<file path="src/rtl/mem_port_arbiter.sv">
// ---------------------------------------------------------------------------
// mem_port_arbiter
//
// Round-robin arbiter that shares one 32-bit memory/bus port among four
// requesters (for example IF fetch, MEM load/store, debug and DMA).
//
// A grant is held for the length of one transfer. It is released when the
// transfer completes, when the owner drops its request, or when the hold
// limit is reached. On release the next owner is picked in the same cycle,
// so back-to-back transfers carry no idle bubble.
//
// Handshake: req[i] is level-held by requester i until its transfer is done.
// The grant gnt[i] appears on the edge after req[i] is first sampled and
// stays up until the release edge. A transfer completes on the cycle where
// xfer_done is high while gnt is non-zero. xfer_done is ignored while idle.
//
// Parameters
//   MAX_HOLD : maximum number of cycles a grant may be held (0 = no limit)
//   CNT_W    : hold counter width, 2**CNT_W must exceed MAX_HOLD
//
// Ports
//   clk       : system clock, all state updates on the rising edge
//   reset_n   : synchronous active-low reset
//   req       : request vector, bit i = requester i
//   xfer_done : shared port completes the current transfer this cycle
//   gnt       : registered one-hot grant, all-zero when idle
//   sel       : registered mux select (index of the granted requester);
//               keeps its last value while idle
//   busy      : high while a grant is active; this is the FSM state bit
//   timeout   : one-cycle pulse when the hold limit forces a release
// ---------------------------------------------------------------------------
module mem_port_arbiter #(
    parameter int MAX_HOLD = 16,
    parameter int CNT_W    = 5
) (
    input  logic       clk,
    input  logic       reset_n,
    input  logic [3:0] req,
    input  logic       xfer_done,
    output logic [3:0] gnt,
    output logic [1:0] sel,
    output logic       busy,
    output logic       timeout
);

    // FSM encoding. A single bit is enough, and busy exposes it directly.
    localparam logic [0:0] ST_IDLE  = 1'b0;
    localparam logic [0:0] ST_GRANT = 1'b1;

    localparam bit             HOLD_EN   = (MAX_HOLD != 0);
    localparam logic [CNT_W-1:0] CNT_MAX   = '1;
    // Only used when HOLD_EN is set, so the wrap at MAX_HOLD=0 is harmless.
    localparam logic [CNT_W-1:0] HOLD_LAST = CNT_W'(MAX_HOLD - 1);

    logic [0:0]       state;
    logic [1:0]       last_winner;
    logic [CNT_W-1:0] hold_cnt;

    // Combinational decision signals
    logic       owner_req;
    logic       rel_done;
    logic       rel_abandon;
    logic       rel_hold;
    logic       release_now;
    logic       timeout_now;
    logic [1:0] arb_ptr;
    logic [1:0] winner;
    logic       start_grant;

    // Round-robin pick: search upward starting at last+1 and wrap around.
    // The 2-bit index wraps naturally; at off=4 it returns to 'last', so the
    // previous winner is the lowest priority candidate.
    function automatic logic [1:0] rr_pick(input logic [3:0] r,
                                           input logic [1:0] last);
        logic [1:0] idx;
        logic [1:0] pick;
        logic       found;
        pick  = last;
        found = 1'b0;
        for (int off = 1; off <= 4; off++) begin
            idx = last + 2'(off);
            if (!found && r[idx]) begin
                pick  = idx;
                found = 1'b1;
            end
        end
        return pick;
    endfunction

    always_comb begin
        owner_req   = req[sel];
        rel_done    = 1'b0;
        rel_abandon = 1'b0;
        rel_hold    = 1'b0;
        release_now = 1'b0;
        timeout_now = 1'b0;

        if (state == ST_GRANT) begin
            rel_done    = xfer_done;
            rel_abandon = !owner_req;
            rel_hold    = HOLD_EN && (hold_cnt == HOLD_LAST);
            release_now = rel_done || rel_abandon || rel_hold;
            // Completion and abandon take precedence: the pulse only marks
            // a release that the hold limit alone caused.
            timeout_now = rel_hold && !rel_done && !rel_abandon;
        end

        // While granting, sel is the current owner k, so the search starts
        // at k+1. While idle, resume after the last winner.
        arb_ptr     = (state == ST_GRANT) ? sel : last_winner;
        winner      = rr_pick(req, arb_ptr);
        start_grant = (|req) && ((state == ST_IDLE) || release_now);
    end

    always_ff @(posedge clk) begin
        if (!reset_n) begin
            state       <= ST_IDLE;
            gnt         <= 4'b0000;
            sel         <= 2'd0;
            timeout     <= 1'b0;
            hold_cnt    <= '0;
            last_winner <= 2'd3;
        end else begin
            timeout <= timeout_now;
            if (start_grant) begin
                state       <= ST_GRANT;
                gnt         <= 4'b0001 << winner;
                sel         <= winner;
                last_winner <= winner;
                hold_cnt    <= '0;
            end else if (release_now) begin
                // Released with nobody waiting: sel keeps the old owner.
                state    <= ST_IDLE;
                gnt      <= 4'b0000;
                hold_cnt <= '0;
            end else if ((state == ST_GRANT) && (hold_cnt != CNT_MAX)) begin
                // Saturating count of cycles held without release.
                hold_cnt <= hold_cnt + CNT_W'(1);
            end
        end
    end

    assign busy = (state == ST_GRANT);

endmodule

</file>
<file path="config.mk">
export PLATFORM = sky130hd
export DESIGN_NAME = mem_port_arbiter
export DESIGN_NICKNAME = d
export VERILOG_FILES = /design/src/rtl/mem_port_arbiter.sv
export SDC_FILE = /design/constraint.sdc
export NUM_CORES = 1
export LEC_CHECK = 0
export ABC_AREA = 1
export ABC_CLOCK_PERIOD_IN_PS = 1750
export BUFFER_PORTS_ARGS = -buffer_cell sky130_fd_sc_hd__buf_2
export CAP_MARGIN = 20
export CORE_MARGIN = 4
export CORE_UTILIZATION = 55
export DETAILED_ROUTE_END_ITERATION = 12
export GPL_ROUTABILITY_DRIVEN = 1
export GPL_TIMING_DRIVEN = 0
export HOLD_SLACK_MARGIN = 0.12
export PLACE_DENSITY = 0.75
export SKIP_LAST_GASP = 1
export SYNTH_ARGS = -nofsm -noshare
export SYNTH_HDL_FRONTEND = slang
export SYNTH_SLANG_ARGS = --single-unit
</file>
<file path="constraint.sdc">
create_clock -name clk -period 1.75 [get_ports clk]
set_input_delay 0.175 -clock clk [delete_from_list [all_inputs] [get_ports clk]]
set_output_delay 0.175 -clock clk [all_outputs]
set_load 0.02 [all_outputs]
</file>
## Yosys cells after proc, flatten, opt, wreduce, memory -nomap -nowiden

Cells that the tools add are included.

| word-level totals | value |
|---|---|
| register bits | 15 |
| input port bits | 7 |
| output and inout port bits | 8 |
| logic and storage cells | 62 |

| cells by class | value |
|---|---|
| add/subtract/negate cells | 4 |
| $lt $le $gt $ge | 5 |
| equality and inequality tests | 2 |
| shifts and indexed selects | 1 |
| muxes and demuxes | 23 |
| bitwise gates (word level) | 2 |
| reductions and logical operators | 19 |

Operators with widths:

| kind | count |
|---|---|
| 2-bit by 3-bit less-than comparator with 1-bit output (second input constant) | 5 |
| 1-bit two-way mux | 11 |
| 1-bit binary-select mux with 2-bit select | 5 |
| 2-bit two-way mux | 5 |
| 4-bit two-way mux | 2 |
| 1-bit logical AND | 7 |
| 5-bit by 1-bit adder with 5-bit output (second input constant) | 1 |
| 5-bit by 4-bit == test with 1-bit output (second input constant) | 1 |
| 1-bit zero test | 5 |
| 5-bit inequality test (second input constant) | 1 |
| 2-bit adder (second input constant) | 2 |
| 4-bit OR reduction | 1 |
| 1-bit by 2-bit left shift with 4-bit output (first input constant) | 1 |
| 1-bit logical OR | 3 |
| 3-bit OR reduction | 1 |
| 2-bit by 1-bit adder with 2-bit output (second input constant) | 1 |
| 1-bit NOT | 2 |
| 2-bit AND reduction | 1 |
| 2-bit nonzero test | 1 |

## Longest topological paths before layout

| logic depth | value |
|---|---|
| word-level depth | 16 |
| depth in mapped cells | 15 |

## Least setup slack after synthesis

No wires, ideal clock.

| path | value |
|---|---|
| kind | flip-flop to flip-flop |
| from | reg state, in the netlist busy |
| to | reg gnt[0] |
| setup time | 0.113 ns |
| arrival | 1.560 ns |
| required time | 1.637 ns |
| path slack | 0.077 ns |
| stages on the path, launching flop included | 15 |
| clock period less this slack | 1.673 ns |
| cell sequence | dfxtp_1 inv_2 nand2_4 nand2_2 buf_6 nand2_2 nand2_4 nand2_2 nand2_4 nand2_1 nand2_1 nand3_1 nand2_1 nand3_1 nand2_1 |

| between the ends | value |
|---|---|
| cells in the longest elaborated chain, start to end | 16 |
| elaborated cells between the ends (all ways) | 32 |
| classes of those cells | 3 x add/sub; 1 x shift; 18 x mux; 1 x bitwise; 9 x reduce/logical |

RTL lines:

| item | line | source |
|---|---|---|
| from (decl) | 55 | `logic [0:0] state;` |
| from (signal assigned) | 117 | `state <= ST_IDLE;` |
| from (signal assigned) | 126 | `state <= ST_GRANT;` |
| from (signal assigned) | 133 | `state <= ST_IDLE;` |
| 2-bit two-way mux | 110 | `arb_ptr = (state == ST_GRANT) ? sel : last_winner;` |
| 2-bit by 1-bit adder with 2-bit output | 81 | `idx = last + 2'(off);` |
| 1-bit binary-select mux with 2-bit select | 82 | `if (!found && r[idx]) begin` |
| 1-bit two-way mux (implied by the code) | 82 |  |
| 1-bit two-way mux | 82 |  |
| 1-bit zero test | 82 |  |
| 1-bit logical AND | 82 |  |
| 1-bit two-way mux | 82 |  |
| 1-bit zero test | 82 |  |
| 1-bit logical AND | 82 |  |
| 1-bit two-way mux | 82 |  |
| 1-bit zero test | 82 |  |
| 1-bit logical AND | 82 |  |
| 2-bit two-way mux | 82 |  |
| 1-bit by 2-bit left shift with 4-bit output | 127 | `gnt <= 4'b0001 << winner;` |
| 4-bit two-way mux | 125 | `if (start_grant) begin` |
| to (signal assigned) | 127 |  |
| to (decl) | 40 | `output logic [3:0] gnt,` |

Parallel ways exist; a longest one is shown, timed or not. The select of a mux whose other input is x is not followed.
A chain may end at the register's enable or synchronous reset.

## Worst setup path after layout

| path | value |
|---|---|
| from | reg hold_cnt[0] |
| to | reg hold_cnt[1] |

| between the ends | value |
|---|---|
| cells in the longest elaborated chain, start to end | 6 |
| elaborated cells between the ends (all ways) | 9 |
| classes of those cells | 1 x add/sub; 2 x eq/ne; 1 x mux; 5 x reduce/logical |

RTL lines:

| item | line | source |
|---|---|---|
| from (decl) | 57 | `logic [CNT_W-1:0] hold_cnt;` |
| from (signal assigned) | 138 | `hold_cnt <= hold_cnt + CNT_W'(1);` |
| 5-bit by 4-bit == test with 1-bit output | 101 | `rel_hold = HOLD_EN && (hold_cnt == HOLD_LAST);` |
| 1-bit logical OR | 102 | `release_now = rel_done \|\| rel_abandon \|\| rel_hold;` |
| 1-bit two-way mux | 98 | `if (state == ST_GRANT) begin` |
| 1-bit logical OR | 112 | `start_grant = (\|req) && ((state == ST_IDLE) \|\| release_now);` |
| 1-bit logical AND | 112 |  |
| 3-bit OR reduction (no source line) | n/a |  |

Parallel ways exist; a longest one is shown, timed or not.

==> flow_metrics.py <==
metrics = {
    "logic_synthesis": {
        "synth_top_flop_cell": "dfxtp_1",
        "synth_top_area_share_pct": 29.2,
        "syn-instance-count": 165,
        "netlist_area_sq_um": 1030,
        "yosysTopAreaCell": "dfxtp_1",
        "netlist-cell-type-count": 22,
        "synth_commonest_cells": "nand2_1, inv_1, dfxtp_1, nand3_1, nor2_1",
        "synth_area_leaders": "dfxtp_1, nand2_1, nand3_1",
        "synth-seq-area-share_pct": 29.2,
        "synthArstFlopShare_pct": 0,
        "ys_seq_elements": 15,
        "synth_edf_count": 0,
        "yosysMostFrequentCell": "nand2_1",
        "syn_area_per_cell_sq_um": 6.23,
        "syn_nets": 175,
        "yosys_warnings": 0,
    },
    "place": {
        "dpl.cell_count": 204,
        "place.detailed.hpwl_mm": 1.70,
        "placed_cell_area_sq_um": 1130,
        "gp_congestion": 0.900,
        "port_buffers": 14,
    },
    "routing": {
        "vias": 1069,
        "dr.pass1.iters": 4,
        "dr_wl_met3_microns": 120,
        "drc": 0,
        "drtIter0Drc": 26,
        "wl_mm": 2.32,
        "antenna_left": 0,
        "via_per_inst": 4.93,
        "drt-met1-wl_mm": 1.14,
        "routed-wl-met2_mm": 1.05,
        "routed.top_layer": "met4",
        "routedWlPerCell_microns": 10.7,
    },
    "final_layout": {
        "regArea_sq_um": 312,
        "fin_cells": 217,
        "fill_cells": 139,
        "num_antenna_cells": 0,
        "drive_gt1_share_pct": 36.5,
        "final_cell_area_sq_um": 1320,
        "areaGrowthSynthToFinish_pct": 28.0,
        "nets": 203,
        "multiInputGateArea_sq_um": 716,
    },
    "grt": {
        "grt_overflow": 0,
        "grt_pass1_wl_mm": 3.84,
        "grt_pass1_vias": 917,
        "grt_max_degree": 11,
        "antenna_found_initial": 0,
        "grt_use_total_pct": 18.9,
    },
    "sta": {
        "fin_setup_tns_ns": 0,
        "period_share_pct": 94.3,
        "finalHoldViolCount": 0,
        "rsz0062_at_grt": "true",
        "fin_skew_ns": 0.00592,
        "finalCriticalPeriod_ns": 1.65,
        "timing.fmax_mhz": 606,
        "worst_slew_margin_rel_pct": 61.0,
        "worstMarginPinSlew_ns": 0.579,
        "setup_viol": 0,
        "slew_violations": 0,
        "whs_ns": 0.164,
    },
    "min_path": {
        "worstHoldStart": "reset_n",
        "hold_end": "timeout",
        "hold_path_class": "in2reg",
        "hold_depth": 3,
    },
    "pwr": {
        "vdd_drop_max_mv": 0.792,
        "finalPower_mw": 1.84,
        "powerDensity_nw_per_um2": 1400,
        "leakage_nw": 0.700,
    },
    "status": {
        "outcome": "finished, final reports clean",
    },
    "cts": {
        "clock_path_buffers": 2,
        "clock_tree.root_cell": "clkbuf_4",
        "clkTransAtPathRegs_ns": 0.09,
        "clk_latency_ns": 0.29,
        "cts_tree": "built",
        "htreeDepth": 1,
        "cts.sinks": 15,
        "cts_buffers": 3,
        "cts_hold_buffers": 0,
    },
    "critical_path": {
        "r2r_start": "hold_cnt[0]",
        "worst_path_max_delay_cell": "dfxtp_2",
        "slowest_delay_ns": 0.34,
        "worstPathCellList": "ha_1 > and3_1 > ha_2 > nor2_2 > a21oi_1 > nor2_2 > inv_1 > a21oi_1",
        "path_class": "reg2reg",
        "crit_fanout": 4,
        "r2r_slack_ns": 0.10,
        "endpoint_kind": "flop",
        "critPathArrivalTime_ns": 1.88,
        "reg2reg_to": "hold_cnt[1]",
        "reg2reg_depth": 8,
        "cp.required_ns": 1.98,
        "startpoint_type": "flop",
    },
    "floorplanning": {
        "coreArea_sq_um": 1750,
        "rows": 15,
        "start_util_pct": 58.9,
        "io_pins": 15,
        "die-area_sq_um": 2630,
        "fp.dieH_microns": 51.2,
        "fp.dieW_microns": 51.2,
    },
    "run": {
        "cap_viol_max_count": 0,
    },
}
-- worst max-delay path: cells and delay by family (launching register included) --
kind	cells	cell delay, ns
buffers and inverters	1	0.11
AND/OR/NAND/NOR	3	0.55
adder cells (fa/ha/maj)	2	0.40
flip-flops	1	0.34
AO/OA/AOI/OAI	2	0.19
-- how the worst max path moves through the flow --
stage	start	endpoint	slack (ns)	cells past startpoint
6_report	hold_cnt[0]	hold_cnt[1]	0.10	8
4_1_cts	hold_cnt[0]	sel[0]	0.007	9
3_5_place_dp	hold_cnt[0]	hold_cnt[1]	-0.08	8
2_1_floorplan	busy	gnt[0]	0.08	14
5_1_grt	busy	gnt[0]	-0.02	14
3_3_place_gp	hold_cnt[0]	hold_cnt[1]	-0.05	8
-- sequential cells by signal, indices dropped and copies added, names as in the netlist --
| signal | count |
|---|---|
| hold_cnt | 5 |
| last_winner | 2 |
| sel | 2 |
| gnt | 4 |
| busy | 1 |
| timeout | 1 |
-- report_power, final --
group          internal (mW)  total, mW  switching, mW
Sequential             0.428      0.501         0.0731
Combinational          0.421       1.14          0.721
Clock                 0.0887      0.198          0.109
-- area by class of cell --
class,count,share of cell area (%)
inverter,19,5.99
clock buffer,4,2.00
sequential,15,23.7
multi-input combinational,130,54.4
timing repair buffer,23,10.7
buffer,1,0.856
tap,25,2.38
-- cells by family (layout without fill, tap and decap cells) --
group / Yosys count / after routing / synth area share, %
AOI/OAI and AO/OA: 15 / 15 / 7.91
adders and majority gates: 3 / 3 / 3.65
buffers and inverters: 20 / 47 / 8.03
DFF: 15 / 15 / 29.2
xor gates and xnor gates: 3 / 3 / 2.56
and+or+nand+nor: 109 / 109 / 48.7
-- metal layers --
metal,vias to the layer above,global-route usage [%]
met5,-,0
met3,2,6.71
met2,24,28.1
met1,470,26.3
met4,0,3.49
li1,573,-
-- metrics by stage --
stage | setup WS [ns] | util (%)
2_1_floorplan | 0.0771 | -
3_3_place_gp | -0.0486 | 64.7
3_5_place_dp | -0.0799 | 64.7
4_1_cts | 0.00721 | 66.6
5_1_grt | -0.0221 | 75.4
6_report | 0.100 | 75.4
-- timing repair --
item | CTS | global route
gates resized for setup | 3 | 32
hold endpoints to repair | 0 | 0
endpoints found under the setup margin | 6 | 13
pin swaps | 0 | 15
buffers inserted | 0 | 9
-- cells in the final DEF, fill, tap and decap left out, drive strengths merged --
master	count
nor2	15
o21a	1
nand3	17
dfxtp	15
inv	19
nor4	1
ha	3
buf	24
o21ai	5
clkbuf	4
a21oi	9
xor2	2
nand4	1
xnor2	1
nand2	74
and3	1
No activity file was read; power rests on OpenSTA's default activity.
